`config.mk`:
```
export PLATFORM = sky130hd
export DESIGN_NAME = lcb_tx_sequencer
export DESIGN_NICKNAME = d
export VERILOG_FILES = /design/src/rtl/lcb_tx_sequencer.sv
export SDC_FILE = /design/constraint.sdc
export NUM_CORES = 1
export LEC_CHECK = 0
export ABC_AREA = 1
export CORE_MARGIN = 3
export CORE_UTILIZATION = 38
export DETAILED_ROUTE_END_ITERATION = 8
export GPL_TIMING_DRIVEN = 0
export PLACE_DENSITY_LB_ADDON = 0.08
export SKIP_CTS_REPAIR_TIMING = 1
export SYNTH_ARGS = -nofsm -noshare
export SYNTH_HDL_FRONTEND = slang
export SYNTH_SLANG_ARGS = --single-unit
export TNS_END_PERCENT = 30
```
`constraint.sdc`:
```
create_clock -name clk_i -period 3.2 [get_ports clk_i]
set_clock_uncertainty 0.2 [all_clocks]
set_input_delay 0.48 -clock clk_i [delete_from_list [all_inputs] [get_ports clk_i]]
set_output_delay 0.48 -clock clk_i [all_outputs]
set_load 0.01 [all_outputs]
```
`src/rtl/lcb_tx_sequencer.sv`:
```
// -----------------------------------------------------------------------------
// lcb_tx_sequencer
//
// Frame-level controller for the LCB answer path. A rising edge on rq_i turns
// the RS485 transceiver around to transmit, holds the line for a pre-guard
// period, walks the answer ROM from address 0 to FRAME_LEN-1 handing every byte
// to the byte-level UART transmitter, waits a post-guard period after the last
// byte and then releases the bus back to receive.
//
// Parameters
//   ADDR_W      answer ROM address width
//   FRAME_LEN   bytes per answer frame (1 .. 2**ADDR_W)
//   PRE_GUARD   clocks in the pre-guard state before the first byte (>= 1)
//   POST_GUARD  clocks after the last byte completes before dir_tx_o drops (>= 1)
//
// Ports
//   clk_i       transmit clock, all logic on the rising edge
//   rst_i       synchronous active-high reset
//   rq_i        answer request; one frame per rising edge
//   rom_addr_o  answer ROM address
//   rom_data_i  registered ROM data, valid one clock after rom_addr_o changes
//   tx_ready_i  UART idle; falls the clock after tx_start_o, rises after stop bit
//   tx_start_o  one-clock pulse, UART loads tx_data_o
//   tx_data_o   byte to send, stable from one tx_start_o until the next
//   dir_tx_o    RS485 driver enable
//   dir_rx_o    RS485 receiver enable, active-low, always equal to dir_tx_o
//   busy_o      high in every state except idle
//   overrun_o   one-clock pulse: a request edge arrived while busy
// -----------------------------------------------------------------------------
module lcb_tx_sequencer #(
    parameter int ADDR_W     = 5,
    parameter int FRAME_LEN  = 20,
    parameter int PRE_GUARD  = 8,
    parameter int POST_GUARD = 16
) (
    input  logic              clk_i,
    input  logic              rst_i,
    input  logic              rq_i,
    output logic [ADDR_W-1:0] rom_addr_o,
    input  logic [7:0]        rom_data_i,
    input  logic              tx_ready_i,
    output logic              tx_start_o,
    output logic [7:0]        tx_data_o,
    output logic              dir_tx_o,
    output logic              dir_rx_o,
    output logic              busy_o,
    output logic              overrun_o
);

    // One counter serves both guard periods, so it is sized for the longer one.
    localparam int GUARD_MAX = (PRE_GUARD > POST_GUARD) ? PRE_GUARD : POST_GUARD;
    localparam int CNT_W     = $clog2(GUARD_MAX + 1);

    localparam logic [CNT_W-1:0]  PRE_LAST  = CNT_W'(PRE_GUARD - 1);
    localparam logic [CNT_W-1:0]  POST_LAST = CNT_W'(POST_GUARD - 1);
    localparam logic [ADDR_W-1:0] ADDR_LAST = ADDR_W'(FRAME_LEN - 1);

    // Elaboration-time parameter sanity checks.
    if (FRAME_LEN < 1 || FRAME_LEN > (2 ** ADDR_W)) begin : g_bad_frame_len
        $error("lcb_tx_sequencer: FRAME_LEN must be in 1 .. 2**ADDR_W");
    end
    if (PRE_GUARD < 1) begin : g_bad_pre_guard
        $error("lcb_tx_sequencer: PRE_GUARD must be at least 1");
    end
    if (POST_GUARD < 1) begin : g_bad_post_guard
        $error("lcb_tx_sequencer: POST_GUARD must be at least 1");
    end

    typedef enum logic [2:0] {
        S_IDLE,   // bus released, waiting for a request edge
        S_PRE,    // driver enabled, pre-guard running
        S_FETCH,  // ROM address settling into registered ROM data
        S_LOAD,   // waiting for the UART to accept the byte
        S_SEND,   // byte in flight, waiting for the UART to finish it
        S_POST    // last byte done, post-guard running
    } state_e;

    state_e              state_q,    state_d;
    logic [CNT_W-1:0]    cnt_q,      cnt_d;
    logic                rq_q;
    logic [ADDR_W-1:0]   rom_addr_q, rom_addr_d;
    logic                tx_start_q, tx_start_d;
    logic [7:0]          tx_data_q,  tx_data_d;
    logic                dir_tx_q,   dir_tx_d;
    logic                overrun_q,  overrun_d;

    logic                rq_edge;

    // A level held high produces a single edge, hence a single frame.
    assign rq_edge = rq_i & ~rq_q;

    // -------------------------------------------------------------------------
    // State and output registers
    // -------------------------------------------------------------------------
    // NOTE: sequential state uses non-blocking assignments so every register
    // samples the pre-edge value of every other register, independent of the
    // order the statements are written in.
    always_ff @(posedge clk_i) begin
        if (rst_i) begin
            state_q    <= S_IDLE;
            cnt_q      <= '0;
            rq_q       <= 1'b0;
            rom_addr_q <= '0;
            tx_start_q <= 1'b0;
            tx_data_q  <= '0;
            dir_tx_q   <= 1'b0;
            overrun_q  <= 1'b0;
        end else begin
            state_q    <= state_d;
            cnt_q      <= cnt_d;
            rq_q       <= rq_i;
            rom_addr_q <= rom_addr_d;
            tx_start_q <= tx_start_d;
            tx_data_q  <= tx_data_d;
            dir_tx_q   <= dir_tx_d;
            overrun_q  <= overrun_d;
        end
    end

    // -------------------------------------------------------------------------
    // Next-state and next-output logic
    // -------------------------------------------------------------------------
    // NOTE: every signal driven here gets a default before the case statement;
    // a path that skipped an assignment would otherwise infer a latch.
    always_comb begin
        state_d    = state_q;
        cnt_d      = cnt_q;
        rom_addr_d = rom_addr_q;
        tx_start_d = 1'b0;
        tx_data_d  = tx_data_q;
        dir_tx_d   = dir_tx_q;
        // Requests are neither queued nor restart a frame; they only flag.
        // This includes the clock on which POST hands back to IDLE.
        overrun_d  = rq_edge && (state_q != S_IDLE);

        unique case (state_q)
            S_IDLE: begin
                dir_tx_d = 1'b0;
                if (rq_edge) begin
                    rom_addr_d = '0;
                    cnt_d      = '0;
                    dir_tx_d   = 1'b1;
                    state_d    = S_PRE;
                end
            end

            S_PRE: begin
                if (cnt_q == PRE_LAST) begin
                    cnt_d   = '0;
                    state_d = S_FETCH;
                end else begin
                    cnt_d = cnt_q + 1'b1;
                end
            end

            S_FETCH: begin
                state_d = S_LOAD;
            end

            S_LOAD: begin
                if (tx_ready_i) begin
                    tx_start_d = 1'b1;
                    tx_data_d  = rom_data_i;
                    state_d    = S_SEND;
                end
            end

            S_SEND: begin
                // tx_start_q is high only on the first SEND clock, which is the
                // clock where tx_ready_i still shows the pre-start idle level.
                if (!tx_start_q && tx_ready_i) begin
                    if (rom_addr_q == ADDR_LAST) begin
                        cnt_d   = '0;
                        state_d = S_POST;
                    end else begin
                        rom_addr_d = rom_addr_q + 1'b1;
                        state_d    = S_FETCH;
                    end
                end
            end

            S_POST: begin
                if (cnt_q == POST_LAST) begin
                    cnt_d      = '0;
                    dir_tx_d   = 1'b0;
                    rom_addr_d = '0;
                    state_d    = S_IDLE;
                end else begin
                    cnt_d = cnt_q + 1'b1;
                end
            end

            default: begin
                // Unreachable encodings fall back to a released bus.
                cnt_d      = '0;
                dir_tx_d   = 1'b0;
                rom_addr_d = '0;
                state_d    = S_IDLE;
            end
        endcase
    end

    // -------------------------------------------------------------------------
    // Outputs
    // -------------------------------------------------------------------------
    assign rom_addr_o = rom_addr_q;
    assign tx_start_o = tx_start_q;
    assign tx_data_o  = tx_data_q;
    assign dir_tx_o   = dir_tx_q;
    // Receiver enable is active-low, so tying it to the driver enable keeps
    // the receiver off exactly while the node drives the bus.
    assign dir_rx_o   = dir_tx_q;
    assign busy_o     = (state_q != S_IDLE);
    assign overrun_o  = overrun_q;

endmodule

```
# == Word level (Yosys, flattened, before mapping) ==
# Cells that the tools add are included.
# W data, S select, Z words.
# word_totals
regBits,25
latchBits,0
ramBits,0
romBits,0
in_bits,12
n_memories,0
# op_classes
n_addsub,2
multipliers,0
div,0
n_lt_le_gt_ge,0
n_eq_ne,15
n_shift,0
muxes,21
bitwise,6
reduce_logical,14
# op_table
op,n
$mux W5,8
$pmux W5 S5,1
$pmux W5 S4,1
$mux W3,6
$pmux W3 S6,1
$ne A2 B2 Y1 const B,7
$add A5 B1 Y5 const B,2
$reduce_and A5 Y1,2
$eq A3 B2 Y1 const B,2
$eq A3 B3 Y1 const B,2
$eq A5 B3 Y1 const B,1
$eq A5 B4 Y1 const B,1
$eq A5 B5 Y1 const B,1
$not A1 Y1,5
$reduce_and A2 Y1,2
$reduce_and A4 Y1,1
$reduce_or A2 Y1,2
$reduce_or A4 Y1,1
$eq A3 B1 Y1 const B,1
$logic_not A3 Y1,1
$mux W1,3
$pmux W1 S3,1
$reduce_bool A3 Y1,1
$reduce_or A3 Y1,1
3 further kinds,4

# == Logic depth before layout (Yosys ltp) ==
# depth
word_depth,4
ltp_mapped,12
mapped_depth_nobuf,12

# == Least setup slack after synthesis ==
# No wires, ideal clock.
# synth_path
path_type,register to register
start,register cnt_q[0]
end,"register rom_addr_q[2], in the netlist rom_addr_o[2]"
setup_ns,0.113
arrival_time_ns,1.425
slack_ns,1.462
path_stages_with_launch,12
synth_period_minus_slack_ns,1.738
path_cell_list,dfxtp_1 ha_1 nand2_1 nor2_1 ha_1 inv_1 nand4_1 nand3_2 nor2_4 nand2_1 nand2_1 nor2_1
# synth_between
elab_chain_cells,3
# synth_rtl
element,line_no,text
"start, declared",79,"logic [CNT_W-1:0] cnt_q, cnt_d;"
"start signal, assigned",110,cnt_q <= cnt_d;
$eq A5 B4 Y1,183,if (cnt_q == POST_LAST) begin
$ne A2 B2 Y1 (no source line),--,
$reduce_and A5 Y1 (no source line),--,
"end signal, assigned",112,rom_addr_q <= rom_addr_d;
"end, declared",81,"logic [ADDR_W-1:0] rom_addr_q, rom_addr_d;"
# No other way between the ends.
# A chain may end at the register's enable or synchronous reset.

# == Final worst setup path ==
# layout_path
start,register state_q[0]
end,output port busy_o
# layout_between
elab_chain_cells,1
# layout_rtl
element,line_no,text
"start, declared",78,"state_e state_q, state_d;"
"start signal, assigned",109,state_q <= state_d;
$reduce_bool A3 Y1,213,assign busy_o = (state_q != S_IDLE);
"end, declared",46,"output logic busy_o,"
# No other way between the ends.

==> impl_metrics.yaml <==
layout:
  final_design_area_no_fill_mm2: 0.001704
  n_fill_cell: 345
  n_antenna_cell: 0
  postLayoutCoreUtil_pct: 53.20
  design.final.nets: 250
  area_growth_syn_to_layout_pct: 27.05
  drive_above_1_share_pct: 9.442
worst_setup_path:
  critical_path.max_fanout: 6
  cp_data_arrival_time_ns: 1.58
  required_ns: 2.52
  crit_path_top_delay_cell: "sky130_fd_sc_hd__clkdlybuf4s50_1"
  critical_path.top_delay_family: "buffers and inverters"
  crit_path_launch_type: "flop"
  path_cells: "nor2_4 > nand2_1 > clkdlybuf4s50_1"
  critical-path-max-stage-delay_ns: 0.54
  worstSetupEndpointType: "output pin"
  critical_path_class: "reg -> out"
  number_of_buffers_and_inverters_on_the_critical_path: 1
logic_synthesis:
  portion_of_synthesized_cell_area_occupied_by_the_leading_cell_type_pct: 37.31
  ys_seq_area_share_pct: 37.31
  synth_simple_gate_area_share_pct: 37.69
  yosys.area.top_type: "sky130_fd_sc_hd__dfxtp_1"
  yosys_register_bits: 25
  synth_adder_area_share_pct: 3.731
  dominant_combinational_cell_family_by_area_after_synthesis: "simple AND/OR/NAND/NOR gates"
  yosys_most_used_dff: "sky130_fd_sc_hd__dfxtp_1"
  synth.most_common_cell: "sky130_fd_sc_hd__nand2_1"
  post_synth_num_cell_types: 23
  yosys-mux-area-fraction_pct: 0
  synthesized_area_fraction_occupied_by_ao_oa_aoi_and_oai_cells_pct: 10.35
  post_synthesis_share_of_cell_area_spent_on_xor_and_xnor_gates_pct: 0
  syn-mean-instance-area_um2: 6.673
  synth.cell_area_mm2: 0.001341
  synth_async_sr_flop_share_pct: 0
  synthTopCellsByArea: "sky130_fd_sc_hd__dfxtp_1, sky130_fd_sc_hd__nand2_1, sky130_fd_sc_hd__nor2_1"
  ys_top_cells_by_count: "sky130_fd_sc_hd__nand2_1, sky130_fd_sc_hd__nor2_1, sky130_fd_sc_hd__inv_1, sky130_fd_sc_hd__dfxtp_1, sky130_fd_sc_hd__nand3_1"
  synth_fp_nets: 217
  synth-edff-count: 0
  ys.warnings.count: 0
  netlist_instances: 201
drt:
  post_route_wl_um: 3095
  drt-vias-per-instance: 4.838
  ant_nets: 0
  drt_pre_antenna_iters: 4
  drc: 0
  detailroute.via_count: 1340
  routed_length_per_instance_um: 11.17
  initialDrtViolationCount: 22
clock_tree:
  tritoncts_buffers: 3
  clock-root-buffer: "sky130_fd_sc_hd__clkbuf_4"
  tritoncts_clock_tree: "done"
  cts_max_path_buffers: 2
  clkTransAtPathRegs_ns: 0.14
  cts.htree.levels: 1
  clock_sink_count: 25
  clkLatencyLatePin_ns: 0.33
place:
  port-buffer-count: 28
  hpwlAfterDp_um: 2389
  gpl_wtd_cong: 0.8806
  detailed_place.area_mm2: 0.001677
grt:
  gr-total-overflow: 0
  grt_use_total_pct: 16.16
  grt_antenna_before_repair: 0
  grt_first_pass_wirelength_um: 5430
  grt_pass1_vias: 1235
  pin_count_of_the_biggest_net_entering_global_routing: 15
sta:
  max_freq_ghz: 0.4432
  setup_viol: 0
  timing.final.crit_period_ns: 2.256
  finalSetupTns_ns: 0
  final_max_slew_viol_count: 0
  pin_slew_with_the_least_headroom_to_its_limit_ns: 0.4775
  finalHoldViolations: 0
  finalCritPeriodShare_pct: 70.50
  setup_repair_after_global_routing_missed_its_margin: "no"
  worst_max_slew_margin_expressed_relative_to_the_limit_pct: 68.17
min_path:
  worst_hold_path_type: "in -> reg"
floorplan:
  initial_utilization_pct: 41.87
  placeableCoreArea_mm2: 0.003203
  die_area_mm2: 0.004278
  ioPinCount: 30
  die-height_um: 65.41
  die_width_um: 65.41
  rows: 20
outcome:
  result_of_the_run: "complete, no violations"
power:
  cellPowerDensity_mw_per_mm2: 678.9
  cell_internal_pwr_uw: 650.1
  p_leak_uw: 0.0007450
  post-layout-total-power_uw: 1157
  switching_portion_of_total_power_pct: 43.81
  p_sw_uw: 506.8
  portion_of_total_power_attributed_to_sequential_cells_pct: 36.4
  comb_power_share_pct: 50.9
  vdd.ir_drop.worst_v: 0.0003794
  clock_power_share_pct: 12.7
job:
  maxCapViolations: 0
kinds of logic after synthesis:
kind of cell    after synthesis
simple gates                112
buf+inv                      34
compound gates               26
flops                        25
fa+ha+maj                     4
final timing paths:
check	from	end	slack [ns]	depth (start not counted)
hold / removal	rst_i	tx_data_o[6]	0.16	2
setup / recovery	state_q[0]	busy_o	0.94	3
setup reg to reg	cnt_q[0]	rom_addr_o[0]	1.16	11
hold reg to reg	tx_data_o[7]	tx_data_o[7]	0.28	2
sequential cells by signal, indices dropped and copies added, names as in the netlist:
| signal | cells |
|---|---|
| overrun_o | 1 |
| rom_addr_o | 5 |
| tx_start_o | 1 |
| cnt_q | 5 |
| rq_q | 1 |
| state_q | 3 |
| tx_data_o | 8 |
| dir_rx_o | 1 |
area by class of cell:
| cell class | instances | area, um^2 | area share (%) |
|---|---|---|---|
| Buffer | 6 | 41.29 | 2.423 |
| Clock buffer | 3 | 22.52 | 1.322 |
| Clock inverter | 1 | 5.005 | 0.2937 |
| Inverter | 28 | 105.1 | 6.167 |
| Multi-Input combinational cell | 142 | 694.4 | 40.75 |
| Sequential cell | 25 | 500.5 | 29.37 |
| Tap cell | 44 | 55.05 | 3.231 |
| Timing Repair Buffer | 28 | 280.3 | 16.45 |
metrics by stage:
step,worst slack [ns],hold slack (ns),cells
floorplan,1.462,0.2625,201
global placement,1.024,0.2485,273
detailed placement,1.018,0.2592,273
CTS,0.9486,0.1585,277
global route,0.8706,0.1667,277
finish,0.9439,0.1597,277
power groups by stage:
stage                     Combinational, uW  Sequential (uW)  Clock [uW]
final                                   589              421         147
after CTS                               593              419         151
after global placement                  580              423           0
after floorplan                         401              429           0
after global routing                    673              431         161
after detailed placement                589              427           0
worst reg2reg max path, delay by kind of cell, from the launching register on:
| kind | cells | cell delay [ns] |
|---|---|---|
| AND/OR/NAND/NOR | 8 | 0.96 |
| buffers and inverters | 1 | 0.06 |
| adder cells (fa/ha/maj) | 2 | 0.36 |
| flip-flops | 1 | 0.40 |
placed cells by master, fill, tap and decap left out, types with 2 or more instances in the layout:
cell type,netlist,routed
sky130_fd_sc_hd__dfxtp_1,25,25
sky130_fd_sc_hd__nor3_1,2,2
sky130_fd_sc_hd__nor2_2,2,2
sky130_fd_sc_hd__a21oi_1,15,15
sky130_fd_sc_hd__inv_1,26,26
sky130_fd_sc_hd__nand2_1,47,47
sky130_fd_sc_hd__inv_2,2,2
sky130_fd_sc_hd__nand4_1,3,3
sky130_fd_sc_hd__ha_1,4,4
sky130_fd_sc_hd__clkbuf_1,2,2
sky130_fd_sc_hd__clkbuf_4,0,3
sky130_fd_sc_hd__nor2_1,29,29
sky130_fd_sc_hd__nand3_1,19,19
sky130_fd_sc_hd__buf_4,3,3
sky130_fd_sc_hd__nand3_2,3,3
sky130_fd_sc_hd__clkdlybuf4s50_1,0,28
sky130_fd_sc_hd__nor2_4,2,2
sky130_fd_sc_hd__o21ai_0,8,8
sky130_fd_sc_hd__nand2_2,3,3
per-layer routing:
metal,vias to the layer above,wire [um],track usage [%]
met4,0,44,5.699
li1,698,-,-
met3,5,145,4.444
met1,610,1469,20.00
met5,-,0,0
met2,27,1436,26.80
No activity file was read; power rests on OpenSTA's default activity.
